===== src/rtl/aud_rec_writer.sv =====
// aud_rec_writer: captures I2S left-channel samples from an ADC and writes them to sequential SRAM words
module aud_rec_writer #(
    parameter int DATA_W = 16,
    parameter int ADDR_W = 21
) (
    input  logic              i_clk,
    input  logic              i_rst,
    input  logic              i_start,
    input  logic              i_pause,
    input  logic              i_stop,
    input  logic              i_bclk,
    input  logic              i_adclrck,
    input  logic              i_adcdat,
    input  logic [ADDR_W-1:0] i_max_addr,
    output logic [ADDR_W-1:0] o_sram_addr,
    output logic [DATA_W-1:0] o_sram_data,
    output logic              o_sram_we,
    output logic [ADDR_W-1:0] o_end_addr,
    output logic              o_done,
    output logic [2:0]        o_state
);
    localparam logic [2:0] S_IDLE  = 3'd0;
    localparam logic [2:0] S_WAIT  = 3'd1;
    localparam logic [2:0] S_SHIFT = 3'd2;
    localparam logic [2:0] S_WRITE = 3'd3;
    localparam logic [2:0] S_PAUSE = 3'd4;
    localparam logic [2:0] S_DONE  = 3'd5;
    localparam int CNT_W = $clog2(DATA_W + 2);

    logic [2:0]        bclk_q, lrck_q;
    logic [1:0]        dat_q;
    logic [2:0]        state_q, state_d;
    logic [ADDR_W-1:0] addr_q, addr_d, end_q, end_d;
    logic [CNT_W-1:0]  cnt_q, cnt_d;
    logic [DATA_W-1:0] shreg_q, shreg_d;
    logic              bclk_rise, lrck_fall, last;

    // Two-flop synchronizers; bit 2 of bclk/lrck keeps the previous synchronized value for edge detection
    always_ff @(posedge i_clk or posedge i_rst) begin
        if (i_rst) begin
            bclk_q <= '0;
            lrck_q <= '0;
            dat_q  <= '0;
        end else begin
            bclk_q <= {bclk_q[1:0], i_bclk};
            lrck_q <= {lrck_q[1:0], i_adclrck};
            dat_q  <= {dat_q[0], i_adcdat};
        end
    end

    assign bclk_rise = bclk_q[1] & ~bclk_q[2];
    assign lrck_fall = ~lrck_q[1] & lrck_q[2];
    assign last      = addr_q == i_max_addr;

    // Next-state logic; cnt 0 means the I2S delay bit is still pending, cnt k+1 means k bits captured
    always_comb begin
        state_d = state_q;
        addr_d  = addr_q;
        end_d   = end_q;
        cnt_d   = cnt_q;
        shreg_d = shreg_q;
        case (state_q)
            S_IDLE: begin
                if (i_start) begin
                    state_d = S_WAIT;
                    addr_d  = '0;
                end
            end
            S_WAIT: begin
                if (i_stop) begin
                    state_d = S_DONE;
                    end_d   = addr_q;
                end else if (i_pause) begin
                    state_d = S_PAUSE;
                end else if (lrck_fall) begin
                    state_d = S_SHIFT;
                    cnt_d   = '0;
                end
            end
            S_SHIFT: begin
                if (i_stop) begin
                    state_d = S_DONE;
                    end_d   = addr_q;
                end else if (i_pause) begin
                    state_d = S_PAUSE;
                end else if (lrck_fall) begin
                    cnt_d = '0;
                end else if (bclk_rise) begin
                    cnt_d = cnt_q + 1'b1;
                    if (cnt_q != '0) shreg_d = {shreg_q[DATA_W-2:0], dat_q[1]};
                    if (cnt_q == CNT_W'(DATA_W)) state_d = S_WRITE;
                end
            end
            S_WRITE: begin
                if (last) begin
                    state_d = S_DONE;
                    end_d   = i_max_addr + 1'b1;
                end else begin
                    addr_d  = addr_q + 1'b1;
                    state_d = i_stop ? S_DONE : i_pause ? S_PAUSE : S_WAIT;
                    if (i_stop) end_d = addr_q + 1'b1;
                end
            end
            S_PAUSE: begin
                if (i_stop) begin
                    state_d = S_DONE;
                    end_d   = addr_q;
                end else if (i_start) begin
                    state_d = S_WAIT;
                end
            end
            S_DONE: begin
                if (i_start) begin
                    state_d = S_WAIT;
                    addr_d  = '0;
                end
            end
            default: state_d = S_IDLE;
        endcase
    end

    // State, counters and capture register
    always_ff @(posedge i_clk or posedge i_rst) begin
        if (i_rst) begin
            state_q <= S_IDLE;
            addr_q  <= '0;
            end_q   <= '0;
            cnt_q   <= '0;
            shreg_q <= '0;
        end else begin
            state_q <= state_d;
            addr_q  <= addr_d;
            end_q   <= end_d;
            cnt_q   <= cnt_d;
            shreg_q <= shreg_d;
        end
    end

    assign o_sram_addr = addr_q;
    assign o_sram_data = shreg_q;
    assign o_sram_we   = state_q == S_WRITE;
    assign o_end_addr  = end_q;
    assign o_done      = state_q == S_DONE;
    assign o_state     = state_q;
endmodule


===== config.mk =====
export PLATFORM = sky130hd
export DESIGN_NAME = aud_rec_writer
export DESIGN_NICKNAME = d
export VERILOG_FILES = /design/src/rtl/aud_rec_writer.sv
export SDC_FILE = /design/constraint.sdc
export NUM_CORES = 1
export LEC_CHECK = 0
export ABC_CLOCK_PERIOD_IN_PS = 4500
export CAP_MARGIN = 5
export CORE_MARGIN = 10
export CORE_UTILIZATION = 50
export CTS_CLUSTER_DIAMETER = 40
export DETAILED_ROUTE_END_ITERATION = 10
export PLACE_DENSITY = 0.88
export REMOVE_ABC_BUFFERS = 1
export SLEW_MARGIN = 40
export SYNTH_ARGS = -nofsm -noshare
export SYNTH_HDL_FRONTEND = slang
export SYNTH_SLANG_ARGS = --single-unit

===== constraint.sdc =====
create_clock -name i_clk -period 4.5 [get_ports i_clk]
set_input_delay 0.675 -clock i_clk [delete_from_list [all_inputs] [get_ports i_clk]]
set_output_delay 0.675 -clock i_clk [all_outputs]
set_load 0.01 [all_outputs]

# --- After elaboration in Yosys (flattened, before gate mapping) ---
# Index checks and enable logic that the tools add are counted.
# W data, S select, Z words.
totals:
  ff_bits: 74
  word_cells: 80
  in_bits: 29
op_classes:
  addsub: 3
  n_eq_ne: 21
  n_reduce_logical: 12
  bitwise: 7
  muxes: 29
op_table:
  columns: ["operator", "count"]
  rows:
  - ["$mux W21", 5]
  - ["$pmux W21 S2", 2]
  - ["$add A21 B1 Y21 const B", 2]
  - ["$mux W3", 13]
  - ["$mux W5", 7]
  - ["$eq A21 B21 Y1", 1]
  - ["$ne A4 B4 Y1 const B", 4]
  - ["$pmux W3 S5", 1]
  - ["$ne A2 B2 Y1 const B", 6]
  - ["$pmux W5 S2", 1]
  - ["$reduce_and A7 Y1", 1]
  - ["$eq A3 B2 Y1 const B", 2]
  - ["$eq A3 B3 Y1 const B", 2]
  - ["$reduce_and A3 Y1", 2]
  - ["$reduce_and A6 Y1", 1]
  - ["$reduce_bool A2 Y1", 3]
  - ["$add A5 B1 Y5 const B", 1]
  - ["$eq A5 B5 Y1 const B", 1]
  - ["$not A1 Y1", 5]
  - ["$reduce_bool A5 Y1", 1]
  - ["$ne A2 B1 Y1 const B", 2]
  - ["$reduce_and A4 Y1", 1]
  - ["$eq A3 B1 Y1 const B", 1]
  - ["$logic_not A3 Y1", 1]
  - ["other kinds (5)", 6]

# --- Longest topological paths before layout ---
# Gate-level depths: netlist (run 1).
depth:
  depth_word: 7
  depth_mapped: 10
  depth_no_buf: 7

# --- Least setup slack after synthesis (run 1) ---
# OpenSTA, ideal clock, no wires.
synth_path:
  path_kind: "register -> register"
  start: "register addr_q[0] (netlist: o_sram_addr[0])"
  end: "register addr_q[12] (netlist: o_sram_addr[12])"
  t_required_ns: 4.374
  path_stages_with_launch: 8
  n_path_buf: 0
  arrival_ns: 2.039
  period_less_slack_ns: 2.165
  slack_ns: 2.335
  setup_time_ns: 0.126
  cell_sequence: "dfrtp_1 > ha_1 > nand2_1 > or3_1 > nor2_1 > nand3_1 > and3_2 > a221o_1"
synth_between:
  elab_chain_cells: 3
  elab_cells_between_ends: 6
  cone_classes: "add/sub (1); eq/ne (2); mux (2); reduce/logical (1)"
synth_rtl:
  columns: ["item", "line", "source"]
  rows:
  - ["start: declaration", "33", "logic [ADDR_W-1:0] addr_q, addr_d, end_q, end_d;"]
  - ["start signal: assignment", "132", "addr_q <= addr_d;"]
  - ["$add A21 B1 Y21 / $eq A21 B21 Y1 (equally long branches)", "99, 53", null]
  - ["$mux W21 / $ne A2 B2 Y1 (equally long branches)", null, null]
  - ["$pmux W21 S2 / $reduce_and A3 Y1 (equally long branches)", null, null]
# Parallel ways exist; a longest one is shown, timed or not. The select of a mux whose other input is x is not followed.
# A chain may end at the register's enable or synchronous reset.

# --- Worst setup path in the final report (run 1) ---
layout_path:
  start: "input port i_max_addr[12]"
  end: "register end_q[18] (netlist: o_end_addr[18])"
layout_between:
  elab_chain_cells: 3
  elab_cells_between_ends: 6
  cone_classes: "add/sub (1); eq/ne (2); mux (2); reduce/logical (1)"
layout_rtl:
  columns: ["item", "line", "source"]
  rows:
  - ["start: declaration", "14", "input logic [ADDR_W-1:0] i_max_addr,"]
  - ["$add A21 B1 Y21 / $eq A21 B21 Y1 (equally long branches)", "97, 53", null]
  - ["$mux W21 / $ne A3 B2 Y1 (equally long branches)", null, null]
  - ["$pmux W21 S2 / $reduce_and A3 Y1 (equally long branches)", null, null]
  - ["end signal: assignment", "133", "end_q <= end_d;"]
  - ["end: declaration", "33", null]
# Parallel ways exist; a longest one is shown, timed or not.

==> key figures, run 1 <==
Run
  – Maxcap violations: 0

Logic synthesis
  – Mapped Cells: 479
  – Synth unique cells: 64
  – Post-synth EDFFs: 0
  – Synth area leader: dfrtp_1
  – Main area contributors after synthesis: dfrtp_1 (41%), xor2_1 (5.4%), mux2_2 (4.4%), nor2_1 (3.7%), xnor2_1 (3.5%)
  – Post-Syn Area per Cell: 9.52 um2
  – Synth warnings: 0
  – Asr flop ratio synth: 100%
  – Synth top area share: 40.6%
  – Post-synthesis register bit count: 74
  – Synthesized cell area: 4560 um2
  – Post-synthesis sequential area ratio: 40.6%
  – Top_reg_cell synth: dfrtp_1

Critical path
  – Worst EP required: 4740 ps
  – Endpoint class of the critical path: flop
  – Crit-path cells: clkdlybuf4s50_1 > xor2_1 > nor4_2 > and4_1 > a31o_2 > o41ai_1 > o32a_1
  – WS Path Type: input port to flop
  – CP max-delay cell: clkdlybuf4s50_1
  – Max incr delay on CP: 530 ps
  – Critical Path AT: 3140 ps
  – Critical path fanouts, max: 12
  – Startpoint Class: input port
  – Flop2flop setup slack: 1900 ps

Timing
  – Min cycle time layout: 2900 ps
  – Max Fclk: 345 MHz
  – RSZ-0062 raised after global routing: no
  – Fin. max-slew vios: 0
  – Worst slew pin tran: 734 ps
  – Final worst-path cycle share: 64.4%
  – Hold slack final: ~360 ps
  – Final Hold Viols: 0
  – Slew HR: 50.7%
  – Setup_tns: 0 ps
  – Setup violators final: 0
  – Clock Skews: 12.2 ps

Floorplan
  – Row count: 34
  – Chip Width: 115 um
  – Placeable Area: a little under 9000 um2
  – Initial core utilization: 51.8%
  – Die ar.: ~13000 um2
  – Die height: between 100 and 150 um
  – IO Pins: between 90 and 100

Global routing
  – Initial antenna violation count: 0
  – First-pass GRT wire length: 21000 um
  – Gr usage total: 19.7%
  – Pin count of the biggest net entering global routing: 54
  – Total grt overflow: 0
  – Vias in the first global route: 4032

CTS
  – TritonCTS Buffers: 9
  – Setup bufs post-CTS: 0
  – CTS tree: yes
  – Clock slew at reported path FFs: 90 ps
  – Hold buffers post-CTS: 0
  – Worst skew pair latency: roughly 360 ps
  – Clock sink count: 74
  – Clock Tree Root: clkbuf_8
  – H-tree levels: 3
  – Clock tree buffer depth: 2
  – Post-CTS Resized: 0

Route
  – Total Routed Length: 13100 um
  – DR iter-0 viols: 334
  – Antenna-violating nets left: 0
  – Via density: 6.13
  – Via count: 4098
  – DRT Pass-1 Iters: 5
  – Routed length per instance: between 15 and 20 um
  – Drc violations: 0

Layout
  – ANT cells: 0
  – Multi-input gate area: approximately 2400 um2
  – Syn-to-layout area delta: 23.7%
  – Layout Cells excl Fill: 668
  – Register area: ~1900 um2
  – Layout fillers: slightly above 700
  – Most common cell after layout, fill and taps aside: clkdlybuf4s50_1
  – Share of cells above drive strength 1: 12.9%
  – # nets final: 588
  – Commonest cells after routing, fill and taps aside: clkdlybuf4s50_1 (91), dfrtp_1 (74), nor2_1 (45)
  – Design Area, Final: 5640 um2

Placement
  – Port Buf Inserts: 91
  – Placed cell count: 651
  – DP Area: ~5400 um2
  – Final HPWL DP: 9540 um
  – Gpl congestion: between 0.9 and 1

Hold path
  – Hold/Removal Path Class: flop to flop

Status
  – Outcome: finished clean

Power
  – Pleak: 2.30 nW
  – Design Power: 2.10 mW
  – P per Cell Area: 372 nW/um2
  – Max VDD drop: 0.210 mV
logic make-up (layout without fill, tap and decap cells):
| logic type | Yosys count | in the layout | share of synthesized area (%) |
|---|---|---|---|
| mux | 21 | 21 | 5.38 |
| xor+xnor | 46 | 46 | 8.84 |
| flops | 74 | 74 | 40.6 |
| simple gates | 183 | 183 | 21.6 |
| buf+inv | 49 | 130 | 6.39 |
| compound gates | 102 | 102 | 16.1 |
| fa+ha+maj | 4 | 4 | 1.10 |
worst max-delay path, delay by kind of cell:
kind / cells / cell delay (ps)
xor+xnor: 1 / 200
simple gates: 2 / 850
compound gates: 3 / 880
buf+inv: 1 / 530
power by group:
part / switching, mW / internal [mW]
clock: 0.272 / 0.260
sequential: 0.0901 / 0.727
combinational: 0.433 / 0.314
total: 0.795 / 1.30
flip-flops by register name, indices dropped and copies added, names as in the netlist:
name,cells
dat_q,2
bclk_q,3
cnt_q,5
lrck_q,3
o_end_addr,21
o_state,3
o_sram_data,16
o_sram_addr,21
final timing paths:
path	start	to	depth (start not counted)
min	lrck_q[0]	lrck_q[1]	0
max in group asynchronous	i_rst	o_end_addr[1]	3
min in group asynchronous	i_rst	o_sram_addr[2]	2
min reg2reg	lrck_q[0]	lrck_q[1]	0
max reg2reg	o_sram_addr[12]	o_end_addr[18]	6
max	i_max_addr[12]	o_end_addr[18]	7
cell type report:
cell class                 instances  area share (%)
sequential                        74            32.8
clock buffer                       9            2.20
clock inverter                     7            1.38
tap                              108            2.40
timing repair buffer              95            17.0
inverter                          19            1.31
multi-input combinational        356            42.8
per-stage QoR:
step | util, % | setup slack (ps)
finish | 64.0 | 1600
global placement | 61.4 | 1340
detailed placement | 61.4 | 1260
global route | 64.0 | 1460
floorplan | - | 1870
CTS | 63.7 | 1630
metal layers:
layer / GRT usage, % / wire length (um)
met1: 23.8 / 5260
met2: 32.3 / 6310
met3: 6.05 / 1290
met4: 7.69 / 254
met5: 0 / 0
synth_stat cells, types with 2 or more instances:
library cell and number:
buf_6 7, nand4_1 15, a211oi_1 2, mux2i_1 2, and3_2 3, mux2_2 18
o21ai_1 2, a31oi_1 16, dfrtp_1 74, nand3_2 2, o22ai_1 2, xnor2_1 18
o21ai_0 28, inv_1 19, clkbuf_1 4, a21oi_1 12, or4_1 2, buf_4 2
and4_1 3, nand3_1 25, nor2_1 45, ha_1 4, a221o_1 6, or2_2 2
buf_2 13, o21ai_2 9, o211ai_1 4, a32o_1 4, nand2b_1 2, and2_1 5
nor3_1 10, nor2_2 2, nor2b_1 3, nand3b_1 4, nor4_2 2, nand2_1 34
o221ai_1 3, xor2_1 28, clkbuf_8 3, nor4_1 2, or3_1 5, o31ai_1 3
and3_1 9
Power figures use the tool's default switching activity.
==> run 2: changes to the inputs <==
--- a/config.mk
+++ b/config.mk
@@ -5,13 +5,13 @@
 export SDC_FILE = /design/constraint.sdc
 export NUM_CORES = 1
 export LEC_CHECK = 0
-export ABC_CLOCK_PERIOD_IN_PS = 4500
+export ABC_CLOCK_PERIOD_IN_PS = 2600
 export CAP_MARGIN = 5
 export CORE_MARGIN = 10
-export CORE_UTILIZATION = 50
+export CORE_UTILIZATION = 47
 export CTS_CLUSTER_DIAMETER = 40
 export DETAILED_ROUTE_END_ITERATION = 10
-export PLACE_DENSITY = 0.88
+export PLACE_DENSITY = 0.87
 export REMOVE_ABC_BUFFERS = 1
 export SLEW_MARGIN = 40
 export SYNTH_ARGS = -nofsm -noshare
==> constraint.sdc (replaced) <==
create_clock -name i_clk -period 2.6 [get_ports i_clk]
set_input_delay 0.39 -clock i_clk [delete_from_list [all_inputs] [get_ports i_clk]]
set_output_delay 0.39 -clock i_clk [all_outputs]
set_load 0.01 [all_outputs]
==> run 2 against run 1 <==
Against the previous run: power is 88% higher; sequential power grew 71%; critical path depth down 4; worst setup slack got worse by 1500 ps; cell count is 10% higher; via count rose by 5.1%; critical endpoint is now o_sram_we; highest routed layer unchanged.
==> key figures, run 2 (synthesized netlist as in run 1, its figures left out) <==
Global routing
  – Initial antenna violation count: 0
  – First-pass GRT wire length: around 24000 um
  – Gr usage total: 20.3%
  – Pin count of the biggest net entering global routing: 51
  – Total grt overflow: 0
  – Vias in the first global route: 4489

Layout
  – Layout Cells excl Fill: 736
  – Most common cell after layout, fill and taps aside: clkdlybuf4s50_1
  – Share of cells above drive strength 1: 19.8%
  – Commonest cells after routing, fill and taps aside: clkdlybuf4s50_1 (91), dfrtp_1 (73), buf_4 (46)
  – Syn-to-layout area delta: 33.4%
  – ANT cells: 0
  – # nets final: 635

Power
  – Sw Ratio: between 30% and 40%
  – Combinational share of power: 38.4%
  – Design Power: 3.94 mW
  – Pleak: 2.55 nW
  – Flop pwr share: 35.7%
  – Int Power: about 2.5 mW
  – Clock power share: roughly 26%
  – P per Cell Area: 647 nW/um2
  – Switching pwr: 1.44 mW
  – Max VDD drop: between 0.3 and 0.4 mV

Placement
  – Port Buf Inserts: 91
  – Placed cell count: 720
  – Final HPWL DP: 10900 um
  – Gpl congestion: 0.942

Critical path
  – FF-to-FF Start: o_sram_addr[1]
  – CP max-delay cell: clkdlybuf4s50_1
  – R2R depth: 7
  – Crit-path cells: nand3b_1 > inv_1 > clkdlybuf4s50_1
  – Critical path fanouts, max: 14
  – Critical Path AT: 2110 ps
  – Endpoint class of the critical path: output pin
  – Startpoint Class: flop
  – Worst EP required: 2210 ps
  – WS Path Type: flop to output pin
  – Flop2flop setup slack: 270 ps
  – Max incr delay on CP: 610 ps
  – Reg-to-reg endpoint: o_sram_addr[12]

Timing
  – Max Fclk: 401 MHz
  – Fin. max-slew vios: 0
  – Min cycle time layout: roughly 2500 ps
  – Final worst-path cycle share: 96.0%
  – Setup violators final: 0
  – Slew HR: between 60% and 70%
  – Worst slew pin tran: 542 ps
  – RSZ-0062 raised after global routing: no
  – Clock Skews: 11.2 ps
  – Final Hold Viols: 0

CTS
  – Clock tree buffer depth: 2
  – CTS tree: yes
  – Hold buffers post-CTS: 0
  – Clock slew at reported path FFs: about 80 ps
  – Worst skew pair latency: 360 ps
  – Clock sink count: 74
  – TritonCTS Buffers: 9
  – Setup bufs post-CTS: 0
  – Clock Tree Root: clkbuf_8
  – H-tree levels: 3

Floorplan
  – IO Pins: 92
  – Placeable Area: 9330 um2
  – Die ar.: 14000 um2
  – Initial core utilization: between 40% and 50%
  – Row count: 35
  – Die height: 118 um
  – Chip Width: 118 um

Route
  – Antenna-violating nets left: 0
  – Routed length per instance: 19.4 um
  – DR iter-0 viols: 465
  – Via density: 5.85
  – Drc violations: 0
  – Via count: 4306
  – Total Routed Length: 14200 um
  – DRT Pass-1 Iters: 5

Status
  – Outcome: finished clean

Hold path
  – Worst Hold Path EP: bclk_q[1]
  – Hold path startpoint: bclk_q[0]
  – Worst hold path depth: 0
  – Hold/Removal Path Class: flop to flop

Run
  – Maxcap violations: 0
-- run 2: critical path, delay by kind of cell (launching register included) --
family | cells | cell delay (ps)
buffers and inverters | 2 | 860
flip-flops | 1 | 550
AND/OR/NAND/NOR | 1 | 340
-- run 2: stage by stage --
stage               setup slack (ps)  hold slack (ps)  cell area, um2  util [%]  setup TNS [ps]
floorplan                      -30.4              331            4340         -           -33.7
global placement                14.2              334            5860      62.8               0
detailed placement             -26.9              338            5860      62.8            -139
CTS                             80.8              357            6080      65.2               0
global route                    10.6              363            6080      65.2               0
finish                           105              355            6080      65.2               0
-- run 2: area by class of cell --
type,count,area (um2)
clock inverters,7,101
inverters,19,71.3
fillers,765,3240
flip-flops and latches,74,1850
multi-input cells,356,2420
well taps,129,161
clock buffers,9,124
repair buffers,142,1360
-- run 2: power by group through the flow --
stage	sequential, mW	combinational (mW)	clock (mW)
after detailed placement	1.43	1.49	0
after floorplan	1.45	0.642	0
after global placement	1.41	1.44	0
final	1.40	1.51	1.02
after global routing	1.42	1.61	1.08
after CTS	1.40	1.50	1.03
-- run 2: how the worst max path moves through the flow --
stage / from / to / cells past startpoint
2_1_floorplan: o_sram_addr[0] / o_end_addr[18] / 7
3_3_place_gp: i_max_addr[12] / o_sram_addr[12] / 9
3_5_place_dp: i_max_addr[9] / o_end_addr[3] / 8
4_1_cts: o_state[0] / o_sram_we / 3
5_1_grt: o_state[2] / o_sram_we / 3
6_report: o_state[2] / o_sram_we / 3
-- run 2: per-layer routing --
metal | vias to the layer above | wire length (um) | track usage (%)
met4 | 0 | 326 | 6.41
met1 | 2070 | 5920 | 24.9
met3 | 34 | 1240 | 6.00
met2 | 235 | 6750 | 33.5
li1 | 1967 | - | -
met5 | - | 0 | 0
-- run 2: timing repair --
action,4_1_cts,5_1_grt
hold endpoints to repair,0,0
endpoints found under the setup margin,0,1
resized for setup,0,1
